`src/rtl/mult_pkg.sv`:
```
// Shared types and helpers for the split-operand sequential multiplier.
// State encoding for the top-level controller plus a width helper for counters.
package mult_pkg;

   typedef enum logic [1:0] {
      IDLE  = 2'd0,
      RUN   = 2'd1,
      MERGE = 2'd2,
      DONE  = 2'd3
   } state_t;

   function automatic int clog2(input int value);
      int r;
      r = 0;
      while ((1 << r) < value) begin
         r = r + 1;
      end
      return (r < 1) ? 1 : r;
   endfunction

endpackage

```
`src/rtl/mult_half_seq.sv`:
```
// HALF x HALF unsigned shift-add multiplier, one multiplier bit per cycle.
// done is high during the cycle whose closing edge performs the last iteration.
module mult_half_seq
   import mult_pkg::*;
#(
   parameter int HALF = 8
) (
   input  logic              clk,
   input  logic              rst,
   input  logic              start,
   input  logic [HALF-1:0]   a,
   input  logic [HALF-1:0]   b,
   output logic [2*HALF-1:0] prod,
   output logic              done
);

   localparam int CW = clog2(HALF);

   logic [2*HALF-1:0] mcand_reg;
   logic [2*HALF-1:0] acc_reg;
   logic [HALF-1:0]   mplier_reg;
   logic [CW-1:0]     cnt_reg;
   logic              running_reg;

   always_ff @(posedge clk) begin
      if (rst) begin
         mcand_reg   <= '0;
         acc_reg     <= '0;
         mplier_reg  <= '0;
         cnt_reg     <= '0;
         running_reg <= 1'b0;
      end else if (start) begin
         mcand_reg   <= {{HALF{1'b0}}, a};
         mplier_reg  <= b;
         acc_reg     <= '0;
         cnt_reg     <= '0;
         running_reg <= 1'b1;
      end else if (running_reg) begin
         if (mplier_reg[0]) begin
            acc_reg <= acc_reg + mcand_reg;
         end
         mcand_reg  <= mcand_reg << 1;
         mplier_reg <= mplier_reg >> 1;
         if (cnt_reg == CW'(HALF - 1)) begin
            running_reg <= 1'b0;
            cnt_reg     <= '0;
         end else begin
            cnt_reg <= cnt_reg + CW'(1);
         end
      end
   end

   assign done = running_reg && (cnt_reg == CW'(HALF - 1));
   assign prod = acc_reg;

endmodule

```
`src/rtl/multi_nbit_unsigned_seq.sv`:
```
// WIDTH x WIDTH unsigned multiplier from four half-width sequential multipliers, CSA + CPA merge.
// Optional MULT_FASTPATH_EN: trivial operands (0 or 1) bypass the sub-multipliers.
module multi_nbit_unsigned_seq #(
   parameter int WIDTH = 16
) (
   input  logic               clk,
   input  logic               rst,
   input  logic               in_valid,
   output logic               in_ready,
   input  logic [WIDTH-1:0]   a,
   input  logic [WIDTH-1:0]   b,
   output logic               out_valid,
   input  logic               out_ready,
   output logic [2*WIDTH-1:0] prod,
   output logic               busy
);
   import mult_pkg::*;

   localparam int HALF = WIDTH / 2;

   state_t             state_reg;
   state_t             state_next;
   logic               accept;
   logic               fast_hit;
   logic               start;
   logic [2*WIDTH-1:0] fast_prod;
   logic [2*WIDTH-1:0] merge_prod;
   logic [2*WIDTH-1:0] prod_reg;
   logic [WIDTH-1:0]   pp [4];
   logic [3:0]         done_vec;
   logic [WIDTH-1:0]   csa_x;
   logic [WIDTH-1:0]   csa_y;
   logic [WIDTH-1:0]   csa_z;
   logic [WIDTH-1:0]   csa_s;
   logic [WIDTH-1:0]   csa_c;
   logic [3*HALF-1:0]  upper_sum;

   assign accept = in_valid && in_ready;
   assign start  = accept && !fast_hit;

`ifdef MULT_FASTPATH_EN
   always_comb begin
      fast_hit  = 1'b1;
      fast_prod = '0;
      if ((a == '0) || (b == '0)) begin
         fast_prod = '0;
      end else if (a == WIDTH'(1)) begin
         fast_prod = {{WIDTH{1'b0}}, b};
      end else if (b == WIDTH'(1)) begin
         fast_prod = {{WIDTH{1'b0}}, a};
      end else begin
         fast_hit = 1'b0;
      end
   end
`else
   assign fast_hit  = 1'b0;
   assign fast_prod = '0;
`endif

   // Instance order: aH*bL, aL*bL, aH*bH, aL*bH
   generate
      for (genvar gi = 0; gi < 4; gi++) begin : g_half
         localparam bit A_HI = (gi == 0) || (gi == 2);
         localparam bit B_HI = (gi >= 2);
         logic [HALF-1:0] op_a;
         logic [HALF-1:0] op_b;
         assign op_a = A_HI ? a[WIDTH-1:HALF] : a[HALF-1:0];
         assign op_b = B_HI ? b[WIDTH-1:HALF] : b[HALF-1:0];
         mult_half_seq #(.HALF(HALF)) u_half (
            .clk   (clk),
            .rst   (rst),
            .start (start),
            .a     (op_a),
            .b     (op_b),
            .prod  (pp[gi]),
            .done  (done_vec[gi])
         );
      end
   endgenerate

   lockstep_check: assert property (@(posedge clk) disable iff (rst)
      done_vec == {4{done_vec[0]}});

   // Product bits above HALF: aH*bL + aL*bH + aH*bH<<HALF + aL*bL>>HALF, carry-out dropped
   always_comb begin
      csa_x      = pp[0];
      csa_y      = {pp[2][HALF-1:0], pp[1][WIDTH-1:HALF]};
      csa_z      = pp[3];
      csa_s      = csa_x ^ csa_y ^ csa_z;
      csa_c      = (csa_x & csa_y) | (csa_x & csa_z) | (csa_y & csa_z);
      upper_sum  = {pp[2][WIDTH-1:HALF], csa_s} + {{(HALF-1){1'b0}}, csa_c, 1'b0};
      merge_prod = {upper_sum, pp[1][HALF-1:0]};
   end

   always_ff @(posedge clk) begin
      if (rst) begin
         state_reg <= IDLE;
      end else begin
         state_reg <= state_next;
      end
   end

   always_comb begin
      state_next = state_reg;
      case (state_reg)
         IDLE:    if (accept) state_next = fast_hit ? DONE : RUN;
         RUN:     if (done_vec[0]) state_next = MERGE;
         MERGE:   state_next = DONE;
         DONE:    if (out_ready) state_next = IDLE;
         default: state_next = IDLE;
      endcase
   end

   always_comb begin
      in_ready  = (state_reg == IDLE);
      busy      = (state_reg != IDLE);
      out_valid = (state_reg == DONE);
   end

   always_ff @(posedge clk) begin
      if (rst) begin
         prod_reg <= '0;
      end else if ((state_reg == IDLE) && accept && fast_hit) begin
         prod_reg <= fast_prod;
      end else if (state_reg == MERGE) begin
         prod_reg <= merge_prod;
      end
   end

   assign prod = prod_reg;

endmodule
```
`config.mk`:
```
export PLATFORM = sky130hd
export DESIGN_NAME = multi_nbit_unsigned_seq
export DESIGN_NICKNAME = d
export VERILOG_FILES = /design/src/rtl/mult_pkg.sv /design/src/rtl/mult_half_seq.sv /design/src/rtl/multi_nbit_unsigned_seq.sv
export SDC_FILE = /design/constraint.sdc
export NUM_CORES = 1
export LEC_CHECK = 0
export ABC_CLOCK_PERIOD_IN_PS = 7500
export CAP_MARGIN = 20
export CORE_MARGIN = 3
export CORE_UTILIZATION = 49
export CTS_CLUSTER_SIZE = 25
export DETAILED_ROUTE_END_ITERATION = 7
export GPL_ROUTABILITY_DRIVEN = 0
export PLACE_DENSITY = 0.68
export SYNTH_ARGS = -nofsm -noshare
export SYNTH_HDL_FRONTEND = slang
export SYNTH_SLANG_ARGS = --single-unit
```
`constraint.sdc`:
```
create_clock -name clk -period 7.5 [get_ports clk]
set_clock_uncertainty 0.1 [all_clocks]
set_input_delay 1.125 -clock clk [delete_from_list [all_inputs] [get_ports clk]]
set_output_delay 1.125 -clock clk [all_outputs]
set_load 0.02 [all_outputs]
```
==> metrics.yaml, run 1 <==
synth_area_mm2: 0.0116
cts_made_buffers: 24
tightest_slew_ns: 0.869
synthTopCellsByCount: "210 x dfxtp_1, 164 x a21oi_1, 130 x nor2_1, 120 x mux2i_1, 102 x nand2_1"
die-width_um: 160
synth_edf_count: 0
hpwlAfterDp_mm: 19.4
insertion_delay_ns: 0.52
grt_usage: 0.204
htree_levels: 1
dr.pass1.iters: 5
start_kind: "register"
setup_viol: 0
worstPathRequired_ns: 7.81
cts_sinks: 210
end_kind: "register"
wire_per_inst_um: 15.9
diodes: 0
slew_headroom: 0.421
core_mm2: 0.0230
power_density_mw_per_mm2: 261
period_share: 0.448
grt_overflow_total: 0
clk_path_buf_depth: 3
dr.first_iter.drc_count: 424
synth_ff_type: "dfxtp_1"
drc: 0
start_util: 0.505
grt_pass1_vias: 8935
ctsRootBufferMaster: "clkbuf_16"
syn2layout_area_growth_pct: 15.0
die_area_mm2: 0.0256
status: "completed"
final-hold-violation-count: 0
slew_viol_final: 0
antenna_found_initial: 0
synthesis.nets: 1439
synthArstFlopShare: 0
cts_resized: 0
synth.most_common_cell: "dfxtp_1"
stdcell_count: 1671
clock.fmax_mhz: 298
synth_top_area_share: 0.362
clk_pin_slew_ns: 0.06
routed_wl_mm: 26.5
ctsHoldBuffers: 0
yosysWarningCount: 0
cts_tree: "built"
num_vias: 9193
final.fill_count: 2113
worst-endpoint-arrival_ns: 3.67
postSynthCellCount: 1294
cts_setup_buffers: 0
vdd_drop_max_v: 0.000337
synth.area.top_cells: "dfxtp_1 36%, mux2i_1 10%, ha_1 9.5%, a21oi_1 7.1%, nor2_1 4.2%"
cap_viol_max_count: 0
grt_setup_unrepaired: "no"
ios: 71
post-route-min-period_ns: 3.36
die-height_um: 160
fp-row-count: 55
finalNetCount: 1487
dp_cells: 1629
syn_area_per_cell_um2: 8.98
drtAntennaViolNets: 0
viasPerCell: 5.50
tns_ns: 0
portBuffers: 70
crit_type: "register to register"
synth.largest_area_cell: "dfxtp_1"
min_path_type: "register to register"
leakagePower_nw: 5.45
grt_pass1_wl_mm: 44.2
layout-drive-gt1-share: 0.0493
grt_max_degree: 89
crit_fanout: 3
synth_cell_types: 66
ys_ff_latch: 210
yosysSeqAreaShare: 0.362
## area by class of cell
type,instances,area (um^2),area share
Clock inverter,4,45.0,0.00337
Tap cell,313,392,0.0293
Inverter,31,116,0.00872
Sequential cell,210,4200,0.315
Timing Repair Buffer,82,786,0.0589
Multi-Input combinational cell,993,7070,0.530
Clock buffer,38,734,0.0550
## logic make-up after synthesis
group / Yosys count / share of synthesized area
AO/OA/AOI/OAI: 358 / 0.194
AND/OR/NAND/NOR: 351 / 0.138
flip-flops: 210 / 0.362
multiplexers: 121 / 0.104
adder cells (fa/ha/maj): 109 / 0.131
buffers and inverters: 91 / 0.0301
XOR/XNOR: 54 / 0.0407
## metal layers
| layer | vias to the layer above | wire length, um | GRT usage |
|---|---|---|---|
| li1 | 4709 | - | - |
| met2 | 145 | 12700 | 0.356 |
| met5 | - | 0 | 0 |
| met3 | 41 | 860 | 0.0270 |
| met1 | 4298 | 12400 | 0.267 |
| met4 | 0 | 569 | 0.0493 |
## critical path: stages (launching register included)
cell,delay [ns]
dfxtp_1,0.35
inv_1,0.07
fa_1,0.42
inv_1,0.07
ha_1,0.16
inv_1,0.05
fa_1,0.39
nand2b_1,0.18
a21oi_1,0.29
nor2_1,0.10
o21ai_0,0.28
a21o_1,0.17
a21oi_1,0.08
or4b_1,0.46
o311ai_0,0.10
## per-stage QoR
stage          power (mW)  cell area (um^2)   util  worst slack, ns  hold WS, ns
4_1_cts              3.52             13400  0.581             4.14        0.352
3_5_place_dp         2.36             12600  0.547             4.02        0.342
6_report             3.49             13400  0.581             4.14        0.348
2_1_floorplan        2.09             11600      -             4.49        0.336
3_3_place_gp         2.34             12600  0.547             4.00        0.341
5_1_grt              3.68             13400  0.581             3.92        0.375
## report_power, final
group	switching (mW)	internal, mW
Sequential	0.130	1.27
Combinational	0.552	0.381
Clock	0.454	0.700
## worst paths after layout
path                                  from       end  slack, ns  depth (start not counted)
setup / recovery  g_half[0].u_half.prod[0]  prod[19]       4.14                         14
hold / removal                    prod[31]  prod[31]       0.35                          2
setup reg to reg  g_half[0].u_half.prod[0]  prod[19]       4.14                         14
hold reg to reg                   prod[31]  prod[31]       0.35                          2
## cells in the final DEF, fill, tap and decap left out, types with 6 or more instances in the layout
| master | count |
|---|---|
| nor2b_1 | 17 |
| fa_1 | 21 |
| mux2i_1 | 120 |
| nand2_1 | 101 |
| a31oi_1 | 9 |
| clkbuf_16 | 25 |
| a211oi_1 | 23 |
| nor2_1 | 130 |
| inv_1 | 31 |
| o21ai_0 | 39 |
| o21a_1 | 14 |
| clkbuf_8 | 6 |
| a211o_1 | 7 |
| or3_1 | 9 |
| xnor2_1 | 32 |
| clkdlybuf4s50_1 | 69 |
| nand3b_1 | 6 |
| a21oi_1 | 164 |
| buf_4 | 12 |
| clkbuf_1 | 7 |
| o21bai_1 | 31 |
| ha_1 | 87 |
| and2_1 | 8 |
| dfxtp_1 | 210 |
| a21o_1 | 24 |
| xor2_1 | 22 |
| nand3_1 | 17 |
| nor3_1 | 17 |
| nand4_1 | 6 |
| nand2b_1 | 22 |
Note: power is estimated with default switching activity, not from simulation.
==> inputs of run 2 (changes only) <==
--- a/config.mk
+++ b/config.mk
@@ -5,7 +5,7 @@
 export SDC_FILE = /design/constraint.sdc
 export NUM_CORES = 1
 export LEC_CHECK = 0
-export ABC_CLOCK_PERIOD_IN_PS = 7500
+export ABC_CLOCK_PERIOD_IN_PS = 3400
 export CAP_MARGIN = 20
 export CORE_MARGIN = 3
 export CORE_UTILIZATION = 49
==> constraint.sdc (replaced) <==
create_clock -name clk -period 3.4 [get_ports clk]
set_clock_uncertainty 0.1 [all_clocks]
set_input_delay 0.51 -clock clk [delete_from_list [all_inputs] [get_ports clk]]
set_output_delay 0.51 -clock clk [all_outputs]
set_load 0.02 [all_outputs]
==> run 2 against run 1 <==
Critical path depth decreased by 1. First-iteration DRC count increased by 13%. Sequential share of layout area decreased by 0.17 points. Largest power group unchanged.
==> metrics.yaml, run 2 (same netlist as run 1, synthesis figures left out) <==
status: "completed"  # unchanged
cap_viol_max_count: 0  # unchanged
clk_pin_slew_ns: 0.06  # about the same
core_mm2: 0.0230  # unchanged
slew_headroom: 0.516  # was 0.421
period_share: 0.934  # was 0.448
end_kind: "register"  # unchanged
setup_viol: 0  # unchanged
worst-endpoint-arrival_ns: 3.47  # was 3.67 ns
hpwlAfterDp_mm: 19.8  # was 19.4 mm
vdd_drop_max_v: 0.000538  # was 0.000337 V
dr.first_iter.drc_count: 477  # was 424
clk_path_buf_depth: 3  # unchanged
final_common_cell: "dfxtp_1"  # unchanged
routed_wl_mm: 27.0  # was 26.5 mm
tightest_slew_ns: 0.725  # was 0.869 ns
grt_setup_unrepaired: "no"  # unchanged
worstPathCellList: "fa_1 -> ha_1 -> inv_1 -> fa_1 -> nand2b_1 -> a21oi_2 -> o211a_1 -> a211o_1 -> a311o_1 -> buf_4 -> xor2_1 -> mux2i_1 -> nor2_1"  # was inv_1 -> fa_1 -> inv_1 -> ha_1 -> inv_1 -> fa_1 -> nand2b_1 -> a21oi_1 -> nor2_1 -> o21ai_0 -> a21o_1 -> a21oi_1 -> or4b_1 -> o311ai_0
grt_max_degree: 73  # was 89
grt_usage: 0.209  # was 0.204
layout_common_cells: "210 x dfxtp_1, 163 x a21oi_1, 130 x nor2_1"  # was 210 x dfxtp_1, 164 x a21oi_1, 130 x nor2_1
power_density_mw_per_mm2: 577  # was 261 mW/mm^2
die-height_um: 160  # unchanged
finalNetCount: 1493  # was 1487
viasPerCell: 5.53  # was 5.50
cp_slowest_cell: "fa_1"  # was or4b_1
layout-drive-gt1-share: 0.0550  # was 0.0493
grt_pass1_wl_mm: 44.9  # was 44.2 mm
crit_type: "register to register"  # unchanged
fp-row-count: 55  # unchanged
cts_sinks: 210  # unchanged
insertion_delay_ns: 0.52  # about the same
grt_pass1_vias: 8969  # was 8935
portBuffers: 70  # unchanged
cts_tree: "built"  # unchanged
htree_levels: 1  # unchanged
syn2layout_area_growth_pct: 15.6  # was 15.0%
ctsRootBufferMaster: "clkbuf_16"  # unchanged
ios: 71  # unchanged
total_power_mw: 7.75  # was 3.49 mW
drtAntennaViolNets: 0  # unchanged
dr.pass1.iters: 7  # was 5
leakagePower_nw: 5.49  # was 5.45 nW
num_vias: 9281  # was 9193
path_buf_inv: 2  # was 3
drc: 0  # unchanged
r2r_slack_ns: 0.22  # was 4.14 ns
clock.fmax_mhz: 315  # was 298 MHz
worstPathRequired_ns: 3.70  # was 7.81 ns
crit_family: "compound AO/OA/AOI/OAI gates"  # was adder cells
die_area_mm2: 0.0256  # unchanged
slew_viol_final: 0  # unchanged
antenna_found_initial: 0  # unchanged
crit_fanout: 4  # was 3
start_kind: "register"  # unchanged
cp_slowest_stage_delay_ns: 0.45  # was 0.46 ns
start_util: 0.505  # unchanged
grt_overflow_total: 0  # unchanged
final-hold-violation-count: 0  # unchanged
wire_per_inst_um: 16.1  # was 15.9 um
tns_ns: 0  # unchanged
cpMostUsedCell: "fa_1"  # was inv_1
fin_hold_ws_ns: 0.349  # was 0.348 ns
cts_made_buffers: 24  # unchanged
post-route-min-period_ns: 3.18  # was 3.36 ns
min_path_type: "register to register"  # unchanged
die-width_um: 160  # unchanged
run 2: cell types whose count changed in the layout (fill, tap and decap cells not counted):
cell,previous run,this run
buf_12,0,1
diode_2,0,1
clkbuf_16,25,24
buf_4,12,17
a21oi_2,1,2
o21ai_0,39,38
clkbuf_1,7,6
a21oi_1,164,163
bufinv_16,1,2
clkbuf_8,6,5
clkinv_8,0,1
o21ai_2,2,3
run 2: layout make-up:
class	instances	area (um^2)
multi-input cells	993	7080
well taps	313	392
repair buffers	88	843
fillers	2121	9560
flip-flops and latches	210	4200
inverters	31	116
clock buffers	35	692
diodes	1	2.50
clock inverters	6	91.3
run 2: report_power, final:
group / switching [mW] / internal, mW
Combinational: 1.22 / 0.858
Sequential: 0.300 / 2.80
Clock: 1.01 / 1.55
Total: 2.53 / 5.22
run 2: final timing paths:
check,startpoint,endpoint,cells after the start
worst min register to register,prod[31],prod[31],2
worst max register to register,g_half[3].u_half.prod[1],prod[25],13
worst min-delay path,prod[31],prod[31],2
worst max-delay path,g_half[3].u_half.prod[1],prod[25],13
run 2: worst min-delay path, stage by stage (launching register included):
cell and delay, ns:
dfxtp_1 0.30, nand2_1 0.05, o21ai_1 0.05
run 2: per-stage QoR:
stage | util | area, um^2 | cells | worst slack (ns)
floorplan | - | 11600 | 1294 | 0.388
global placement | 0.549 | 12600 | 1634 | 0.167
detailed placement | 0.549 | 12600 | 1634 | 0.110
CTS | 0.583 | 13400 | 1675 | 0.0902
global route | 0.584 | 13400 | 1676 | 0.00997
finish | 0.584 | 13400 | 1677 | 0.224
run 2: repair_timing:
action	CTS	global route
setup endpoints to repair	0	4
hold buffers	0	0
setup buffers	0	1
resized for setup	0	3
run 2: layer usage:
metal / vias up / share of wire / track usage
met5: - / 0 / 0
met1: 4316 / 0.47 / 0.278
met2: 187 / 0.46 / 0.351
met4: 0 / 0.031 / 0.0639
li1: 4727 / - / -
met3: 51 / 0.040 / 0.0306
==> inputs of run 3 (changes only) <==
--- a/config.mk
+++ b/config.mk
@@ -15,4 +15,5 @@
 export PLACE_DENSITY = 0.68
 export SYNTH_ARGS = -nofsm -noshare
 export SYNTH_HDL_FRONTEND = slang
+export SYNTH_HIERARCHICAL = 1
 export SYNTH_SLANG_ARGS = --single-unit
==> run 3 against run 2 <==
Total power about the same. Core utilization is 0.99 points lower. Maximum frequency about the same. Die area up 5.0%. Flip-flop and latch count did not move. Sequential power fell by 5%. Global-route usage grew 0.58 points. Clock power grew 9.7%. First-iteration DRC count grew 27%. Critical endpoint is now prod[23].
==> metrics.yaml, run 3 <==
synthesis.nets: 1577  # was 1439
r2r_slack_ns: 0.22  # about the same
crit_type: "register to register"  # unchanged
num_vias: 10200  # was 9281
dp_cells: 1765  # was 1634
worst-endpoint-arrival_ns: 3.50  # was 3.47 ns
endpoint: "prod[23]"  # was prod[25]
grt_use_met1: 0.302  # was 0.278
fp-row-count: 57  # was 55
dr.pass1.iters: 5  # was 7
die_area_mm2: 0.0269  # was 0.0256 mm^2
clock.fmax_mhz: 315  # about the same
grt_setup_unrepaired: "no"  # unchanged
slew_viol_final: 0  # unchanged
final_common_cell: "nor2_1"  # was dfxtp_1
grt_most_used_layer: "met2"  # unchanged
stdcell_count: 1809  # was 1677
p_sw_mw: 2.46  # was 2.53 mW
routed_wl_mm: 29.3  # was 27.0 mm
yosysWarningCount: 6  # was 0
slew_headroom: 0.403  # was 0.516
cts_sinks: 210  # unchanged
place_area_mm2: 0.0131  # was 0.0126 mm^2
leakagePower_nw: 5.64  # was 5.49 nW
grt_max_degree: 99  # was 73
p_clk_frac: 0.364  # was 0.331
fin_ws_ns: 0.221  # was 0.224 ns
grt_pass1_vias: 9457  # was 8969
portBuffers: 70  # unchanged
internal_power_mw: 5.29  # was 5.22 mW
tightest_slew_ns: 0.895  # was 0.725 ns
cts_tree: "built"  # unchanged
status: "completed"  # unchanged
pwr-share-comb: 0.257  # was 0.268
postSynthCellCount: 1432  # was 1294
end_kind: "register"  # unchanged
grt_pass1_wl_mm: 47.5  # was 44.9 mm
cap_viol_max_count: 0  # unchanged
viasPerCell: 5.65  # was 5.53
cts_setup_buffers: 0  # unchanged
worstPathRequired_ns: 3.72  # was 3.70 ns
met2_usage: 0.345  # was 0.351
power_density_mw_per_mm2: 553  # was 577 mW/mm^2
r2r_end: "prod[23]"  # was prod[25]
cts_made_buffers: 24  # unchanged
grt_usage: 0.215  # was 0.209
finalNetCount: 1612  # was 1493
wire_per_inst_um: 16.2  # was 16.1 um
ctsRootBufferMaster: "clkbuf_16"  # unchanged
die-height_um: 164  # was 160 um
start_util: 0.501  # was 0.505
ctsHoldBuffers: 0  # unchanged
post-route-min-period_ns: 3.18  # about the same
layout_common_cells: "251 x nor2_1, 209 x dfxtp_1, 154 x a21oi_1"  # was 210 x dfxtp_1, 163 x a21oi_1, 130 x nor2_1
drtAntennaViolNets: 0  # unchanged
insertion_delay_ns: 0.52  # about the same
cp-startpoint: "g_half[0].u_half/prod[0]"  # was g_half[3].u_half.prod[1]
grt_overflow_total: 0  # unchanged
reg2regPathDepth: 13  # unchanged
clk_pin_slew_ns: 0.06  # about the same
clk_path_buf_depth: 3  # unchanged
drc: 0  # unchanged
crit_fanout: 3  # was 4
hpwlAfterDp_mm: 21.6  # was 19.8 mm
grt_util_met3: 0.0346  # was 0.0306
min_path_type: "register to register"  # unchanged
power_frac_seq: 0.379  # was 0.401
tns_ns: 0  # unchanged
dr.first_iter.drc_count: 607  # was 477
start_kind: "register"  # unchanged
core_mm2: 0.0244  # was 0.0230 mm^2
ios: 71  # unchanged
place_ws_ns: 0.172  # was 0.110 ns
htree_levels: 1  # unchanged
setup_viol: 0  # unchanged
synth_area_mm2: 0.0122  # was 0.0116 mm^2
layout-drive-gt1-share: 0.0579  # was 0.0550
vdd_drop_max_v: 0.000506  # was 0.000538 V
syn2layout_area_growth_pct: 14.6  # was 15.6%
syn_area_per_cell_um2: 8.53  # was 8.98 um^2
rr_startpoint: "g_half[0].u_half/prod[0]"  # was g_half[3].u_half.prod[1]
diodes: 0  # was 1
p_sw_frac: 0.318  # was 0.327
fin_area_mm2: 0.0140  # was 0.0134 mm^2
period_share: 0.935  # was 0.934
final-hold-violation-count: 0  # unchanged
antenna_found_initial: 0  # unchanged
die-width_um: 164  # was 160 um
total_power_mw: 7.75  # about the same
==> run 3: changes by cell type in the layout (fill, tap and decap cells not counted), moves of 11 or more <==
cell      before  now
a211oi_1      23   37
a221o_1        0   17
nand2_1      101  115
nand2b_1      22   11
nor2_1       130  251
nor2b_1       17    1
o21bai_1      31    7
==> run 3: routing by layer <==
layer	vias up	part of all wire
li1	5195	-
met1	4738	0.49
met2	245	0.44
met3	37	0.049
met4	0	0.020
met5	-	0
==> run 3: area by class of cell <==
class	instances	area, um^2
fillers	2260	10400
inverters	30	113
flip-flops and latches	210	4210
clock buffers	31	678
well taps	324	405
multi-input cells	1114	7590
clock inverters	13	190
repair buffers	87	826
==> run 3: power by group through the flow <==
stage	combinational (mW)	sequential (mW)	clock, mW
CTS	1.98	2.94	2.88
detailed placement	1.97	2.99	0
global route	2.20	2.97	2.99
floorplan	1.49	2.93	0
global placement	1.94	2.99	0
finish	1.99	2.94	2.82
==> run 3: critical path, stage by stage, from the launching register on <==
cell and delay [ns]:
dfxtp_1 0.35, inv_1 0.07, fa_1 0.42, inv_1 0.07, ha_1 0.16, inv_1 0.06
fa_2 0.35, and2b_1 0.23, o2111a_2 0.21, nor3_2 0.07, o31ai_4 0.26, a41oi_1 0.16
or4b_1 0.49, o311ai_1 0.09
==> run 3: worst min path at each step <==
stage | startpoint | to | slack (ns) | depth (start not counted)
6_report | prod[20] | prod[20] | 0.37 | 2
5_1_grt | prod[20] | prod[20] | 0.40 | 2
2_1_floorplan | g_half[1].u_half/prod[3] | g_half[1].u_half/prod[3] | 0.35 | 2
3_5_place_dp | prod[20] | prod[20] | 0.37 | 2
4_1_cts | prod[20] | prod[20] | 0.38 | 2
3_3_place_gp | g_half[3].u_half/prod[0] | g_half[3].u_half/prod[0] | 0.36 | 2
==> run 3: metrics by stage <==
step | util | hold WS (ns)
final | 0.574 | 0.373
after global placement | 0.538 | 0.364
after CTS | 0.574 | 0.376
after detailed placement | 0.538 | 0.366
after floorplan | - | 0.349
after global routing | 0.574 | 0.403
==> run 3: what timing repair did <==
action / 4_1_cts / 5_1_grt
gates resized for setup: 0 / 1
endpoints found under the hold margin: 0 / 0
endpoints found under the setup margin: 0 / 1
